## src/rtl/mu0_pkg.sv

```systemverilog
// Shared MU0 definitions: opcodes, instruction layout, sequencer state encoding
// and opcode-class helpers used by the phase sequencer.
package mu0_pkg;

    localparam int unsigned OP_W      = 4;
    localparam int unsigned OPERAND_W = 12;
    localparam int unsigned WORD_W    = OP_W + OPERAND_W;
    localparam int unsigned STATE_W   = 3;

    localparam logic [OP_W-1:0] OP_LDA = 4'h0;
    localparam logic [OP_W-1:0] OP_STA = 4'h1;
    localparam logic [OP_W-1:0] OP_ADD = 4'h2;
    localparam logic [OP_W-1:0] OP_SUB = 4'h3;
    localparam logic [OP_W-1:0] OP_JMP = 4'h4;
    localparam logic [OP_W-1:0] OP_JMI = 4'h5;
    localparam logic [OP_W-1:0] OP_JEQ = 4'h6;
    localparam logic [OP_W-1:0] OP_STP = 4'h7;
    localparam logic [OP_W-1:0] OP_LDI = 4'h8;
    localparam logic [OP_W-1:0] OP_LSL = 4'h9;
    localparam logic [OP_W-1:0] OP_LSR = 4'hA;

    localparam logic [STATE_W-1:0] S_STOP = 3'd0;
    localparam logic [STATE_W-1:0] S_FET  = 3'd1;
    localparam logic [STATE_W-1:0] S_EX1  = 3'd2;
    localparam logic [STATE_W-1:0] S_EX2  = 3'd3;
    localparam logic [STATE_W-1:0] S_HALT = 3'd4;

    typedef enum logic [STATE_W-1:0] {
        ST_STOP = S_STOP,
        ST_FET  = S_FET,
        ST_EX1  = S_EX1,
        ST_EX2  = S_EX2,
        ST_HALT = S_HALT
    } state_t;

    typedef struct packed {
        logic [OP_W-1:0]      op;
        logic [OPERAND_W-1:0] operand;
    } instr_t;

    // Memory-operand arithmetic/load ops need a second execute phase.
    function automatic logic needs_exec2(input logic [OP_W-1:0] op);
        return (op == OP_LDA) || (op == OP_ADD) || (op == OP_SUB);
    endfunction

    // Opcodes above LSR are unassigned and execute as NOPs.
    function automatic logic is_illegal(input logic [OP_W-1:0] op);
        return op > OP_LSR;
    endfunction

endpackage

```

## src/rtl/mu0_wrap_counter.sv

```systemverilog
// Free-running modulo-2^W event counter with synchronous clear.
module mu0_wrap_counter #(
    parameter int unsigned W = 16
) (
    input  logic         CLK,
    input  logic         RESET,
    input  logic         INC,
    output logic [W-1:0] COUNT
);

    always_ff @(posedge CLK) begin
        if (RESET) begin
            COUNT <= '0;
        end else if (INC) begin
            COUNT <= COUNT + W'(1);
        end
    end

endmodule

```

## src/rtl/mu0_phase_sequencer.sv

```systemverilog
// MU0 phase controller: one-hot FETCH/EXEC1/EXEC2 strobes, instruction register,
// run/stop/single-step control, sticky halt/illegal flags and perf counters.
module mu0_phase_sequencer
    import mu0_pkg::*;
#(
    parameter int unsigned CNT_W     = 16,
    parameter int unsigned RESET_RUN = 0
) (
    input  logic                 CLK,
    input  logic                 RESET,
    input  logic                 RUN,
    input  logic                 STEP,
    input  logic [WORD_W-1:0]    MEM_DATA,
    output logic                 FETCH,
    output logic                 EXEC1,
    output logic                 EXEC2,
    output logic [OP_W-1:0]      OP,
    output logic [OPERAND_W-1:0] OPERAND,
    output logic                 STOPPED,
    output logic                 HALTED,
    output logic                 ILLEGAL,
    output logic [CNT_W-1:0]     CYCLE_COUNT,
    output logic [CNT_W-1:0]     INSTR_COUNT
);

    state_t          state;
    state_t          state_nxt;
    instr_t          ir;
    logic            step_mode;
    logic            start_run;
    logic            resume;
    logic            boundary;
    logic            stp_retire;
    logic            in_phase;
    logic [OP_W-1:0] op;

    // RUN is level-sampled every cycle, so RESET_RUN never changes the STOP exit.
    assign start_run  = RUN | ((RESET_RUN != 0) & RUN);
    assign resume     = RUN & ~step_mode;
    assign op         = ir.op;

    assign in_phase   = (state == ST_FET) || (state == ST_EX1) || (state == ST_EX2);
    assign stp_retire = (state == ST_EX1) && (op == OP_STP);
    assign boundary   = (state == ST_EX2)
                      || ((state == ST_EX1) && !needs_exec2(op) && (op != OP_STP));

    assign OP      = ir.op;
    assign OPERAND = ir.operand;

    always_comb begin
        state_nxt = state;
        case (state)
            ST_STOP: begin
                if (start_run || STEP) begin
                    state_nxt = ST_FET;
                end
            end
            ST_FET: begin
                state_nxt = ST_EX1;
            end
            ST_EX1: begin
                if (op == OP_STP) begin
                    state_nxt = ST_HALT;
                end else if (needs_exec2(op)) begin
                    state_nxt = ST_EX2;
                end else begin
                    state_nxt = resume ? ST_FET : ST_STOP;
                end
            end
            ST_EX2: begin
                state_nxt = resume ? ST_FET : ST_STOP;
            end
            ST_HALT: begin
                state_nxt = ST_HALT;
            end
            default: begin
                state_nxt = ST_STOP;
            end
        endcase
    end

    // Strobes and status flags are registered decodes of the next state.
    always_ff @(posedge CLK) begin
        if (RESET) begin
            state     <= ST_STOP;
            ir        <= '0;
            step_mode <= 1'b0;
            FETCH     <= 1'b0;
            EXEC1     <= 1'b0;
            EXEC2     <= 1'b0;
            STOPPED   <= 1'b1;
            HALTED    <= 1'b0;
            ILLEGAL   <= 1'b0;
        end else begin
            state   <= state_nxt;
            FETCH   <= (state_nxt == ST_FET);
            EXEC1   <= (state_nxt == ST_EX1);
            EXEC2   <= (state_nxt == ST_EX2);
            STOPPED <= (state_nxt == ST_STOP);
            HALTED  <= (state_nxt == ST_HALT);

            if (state == ST_FET) begin
                ir <= instr_t'(MEM_DATA);
            end

            if (state == ST_STOP) begin
                step_mode <= ~start_run & STEP;
            end else if (boundary) begin
                step_mode <= 1'b0;
            end

            if ((state == ST_EX1) && is_illegal(op)) begin
                ILLEGAL <= 1'b1;
            end
        end
    end

    mu0_wrap_counter #(.W(CNT_W)) u_cycle_count (
        .CLK   (CLK),
        .RESET (RESET),
        .INC   (in_phase),
        .COUNT (CYCLE_COUNT)
    );

    mu0_wrap_counter #(.W(CNT_W)) u_instr_count (
        .CLK   (CLK),
        .RESET (RESET),
        .INC   (boundary | stp_retire),
        .COUNT (INSTR_COUNT)
    );

endmodule

```

## config.mk

```make
export PLATFORM = sky130hd
export DESIGN_NAME = mu0_phase_sequencer
export DESIGN_NICKNAME = d
export VERILOG_FILES = /design/src/rtl/mu0_pkg.sv /design/src/rtl/mu0_wrap_counter.sv /design/src/rtl/mu0_phase_sequencer.sv
export SDC_FILE = /design/constraint.sdc
export NUM_CORES = 1
export LEC_CHECK = 0
export CAP_MARGIN = 30
export CORE_ASPECT_RATIO = 0.9
export CORE_MARGIN = 1.5
export CORE_UTILIZATION = 49
export CTS_BUF_LIST = sky130_fd_sc_hd__clkbuf_8
export DETAILED_ROUTE_END_ITERATION = 6
export PLACE_DENSITY = 0.85
export SLEW_MARGIN = 10
export SYNTH_ARGS = -nofsm -noshare
export SYNTH_HDL_FRONTEND = slang
export SYNTH_SLANG_ARGS = --single-unit
export TNS_END_PERCENT = 100
```

## constraint.sdc

```tcl
create_clock -name CLK -period 2.1 [get_ports CLK]
set_input_delay 0.42 -clock CLK [delete_from_list [all_inputs] [get_ports CLK]]
set_output_delay 0.42 -clock CLK [all_outputs]
set_load 0.03 [all_outputs]
```

==> run metrics <==
outcome=finished clean; vias per inst=5.53; core area=4950 sq um; Longest Clk Path Bufs=2; clock slew at reported path FFs=0.06 ns; main flop type after synthesis=dfxtp_1; largest net degree at the start of global routing=32; final setup TNS=0 ns; Hold Crit Class=in -> reg; period utilisation layout=0.977; largest area contributor in the netlist=dfxtp_1; Setup crit end kind=output pin; met3 GRT Util=0.0881; commonest non-fill, non-tap cell in the layout=clkdlybuf4s50_1; Layout area overhead=36.9%; Initial DRC Count=117; DRC viols=0; register area share after synthesis=0.449; CTS tree=done; total gr overflow=0; # Post-CTS Setup Buffers=0; hold_buf cts=0; Power Density=760 nW/um^2; finished layout cell area=3540 sq um; Buffers on Ports=73; max frequency=0.487 GHz; Ports=74; Die Height=71.9 um; row count=24; share of cells above drive strength 1=0.0858; distinct cell type count of the synthesized netlist=53; arrival time at the worst endpoint=1.63 ns; Final Setup Violations=0; register area=1160 sq um; Die Wd=79.5 um; final antenna-violating net count=0; syn_nets=315; Warnings, synthesis=0; CP peak stage delay=0.75 ns; count of antenna diodes in the layout=0; Total Die Area=5720 sq um; final hold violations=0; Lkg Pwr=1.24 nW; synthesized area per cell=8.82 sq um; Nets=390; Initial Utilization=0.521; Place WS=0.197 ns; max cap viols=0; later-pin clock latency in the skew report=0.34 ns; met1 GRT Util=0.262; EDFF count, synth=0; Synth Register Bits=58; startpoint types=register; Synth Instances=293; Pre-antenna DRT Iters=4; worst endpoint required time=1.68 ns; Core Util, Final=0.714; GRT Total Usage=0.226; Worst VDD drop=0.000679 V; PostCTS Resize Cnt=0; Slew @ Worst Pin=0.767 ns; commonest non-fill, non-tap cells in the layout=72 x clkdlybuf4s50_1, 58 x dfxtp_1, 40 x nand2_1; drt total wl=6110 um; Crit Path Max Fanout=8; CP max stage cell=clkdlybuf4s50_1; crit path time final=2.05 ns; antenna violations before repair=0; Final Max Tran Viols=0; via count=2420; first-pass GRT wire length=10100 um; CTS Buf Count=9; top area cells in the synthesized netlist=dfxtp_1 45%, a21oi_1 7.0%, nand2_1 5.8%, or4_1 3.8%, o31ai_1 3.5%; fillers=391; busiest grt layer=met2; crit path cell chain=clkdlybuf4s50_1; Num Clock Sinks=58; placed cell areas=3360 sq um; synthesized area=2580 sq um; crit path kind=reg -> out; routed len/inst=14.0 um; met2 Resource Use GR=0.390; vias in the first global route=2262; top cell type's share of synthesized area=0.449; DP HPWL=4190 um; Setup WS post-layout=0.0483 ns; root buf cell=clkbuf_8; RSZ-0062 raised after global routing=false; Largest delay share family, worst path=buffers and inverters; Crit path buffers/inverters=1; slew margin rel.=0.487; worst hold slack=0.395 ns; RD Place Congestion=0.775; Synth async-reset ratio=0; area of the multi-input gates=1310 sq um; H-tree lvl count=3; Setup Skew=0.00711 ns
==> worst reg2reg max path: cells and delay by family, from the launching register on <==
family / cells / cell delay (ns)
AND/OR/NAND/NOR: 3 / 1.29
flip-flops: 1 / 0.40
AO/OA/AOI/OAI: 1 / 0.17
==> path summary, 6_finish.rpt <==
check / slack, ns / endpoint / depth (start not counted) / start
hold / removal: 0.39 / u_instr_count.COUNT[11] / 2 / RESET
hold reg to reg: 0.45 / OPERAND[1] / 2 / OPERAND[1]
setup reg to reg: 0.18 / u_cycle_count.COUNT[13] / 4 / u_cycle_count.COUNT[3]
setup / recovery: 0.05 / OP[2] / 1 / OP[2]
==> synthesized netlist by cell type (4+ instances only) <==
| master | n |
|---|---|
| a21oi_1 | 36 |
| buf_2 | 4 |
| clkbuf_1 | 7 |
| dfxtp_1 | 58 |
| inv_1 | 6 |
| nand2_1 | 40 |
| nand3_1 | 7 |
| nand4_1 | 6 |
| nor2_1 | 19 |
| nor2b_1 | 6 |
| nor3_1 | 4 |
| o21ai_0 | 6 |
| o31ai_1 | 12 |
| or3_1 | 6 |
| or4_1 | 13 |
| xnor2_1 | 4 |
| xor2_1 | 7 |
==> power breakdown <==
| group | leakage, nW | internal (mW) | switching (mW) |
|---|---|---|---|
| registers | 0.471 | 1.17 | 0.0612 |
| logic | 0.662 | 0.227 | 0.310 |
| clock network | 0.105 | 0.512 | 0.414 |
| total | 1.24 | 1.90 | 0.785 |
==> flip-flops by register name, summed over array words and instances (netlist names), 3 cells and up <==
| register | count |
|---|---|
| u_cycle_count.COUNT | 16 |
| OP | 4 |
| OPERAND | 12 |
| u_instr_count.COUNT | 16 |
| state | 3 |
==> kinds of logic after synthesis <==
family | Yosys count | share of synthesized area
adder cells (fa/ha/maj) | 2 | 0.00968
AO/OA/AOI/OAI | 69 | 0.171
buffers and inverters | 23 | 0.0441
flip-flops | 58 | 0.449
XOR/XNOR | 11 | 0.0373
AND/OR/NAND/NOR | 126 | 0.272
multiplexers | 4 | 0.0165
==> per-layer routing <==
metal / part of all wire / wire length, um
met1: 0.45 / 2750
met5: 0 / 0
met3: 0.053 / 325
met4: 0.0062 / 38
met2: 0.49 / 3000
==> final cells by class <==
cell class,count,share of cell area
sequential,58,0.328
inverter,7,0.00743
clock buffer,12,0.0467
timing repair buffer,80,0.220
clock inverter,4,0.00495
tap,65,0.0230
multi-input combinational,212,0.370
==> metrics by stage <==
step / power (mW) / instances
after CTS: 2.71 / 438
after floorplan: 1.58 / 293
after detailed placement: 1.78 / 422
after global placement: 1.77 / 422
after global routing: 2.80 / 438
final: 2.69 / 438
No activity file was read; power rests on OpenSTA's default activity.
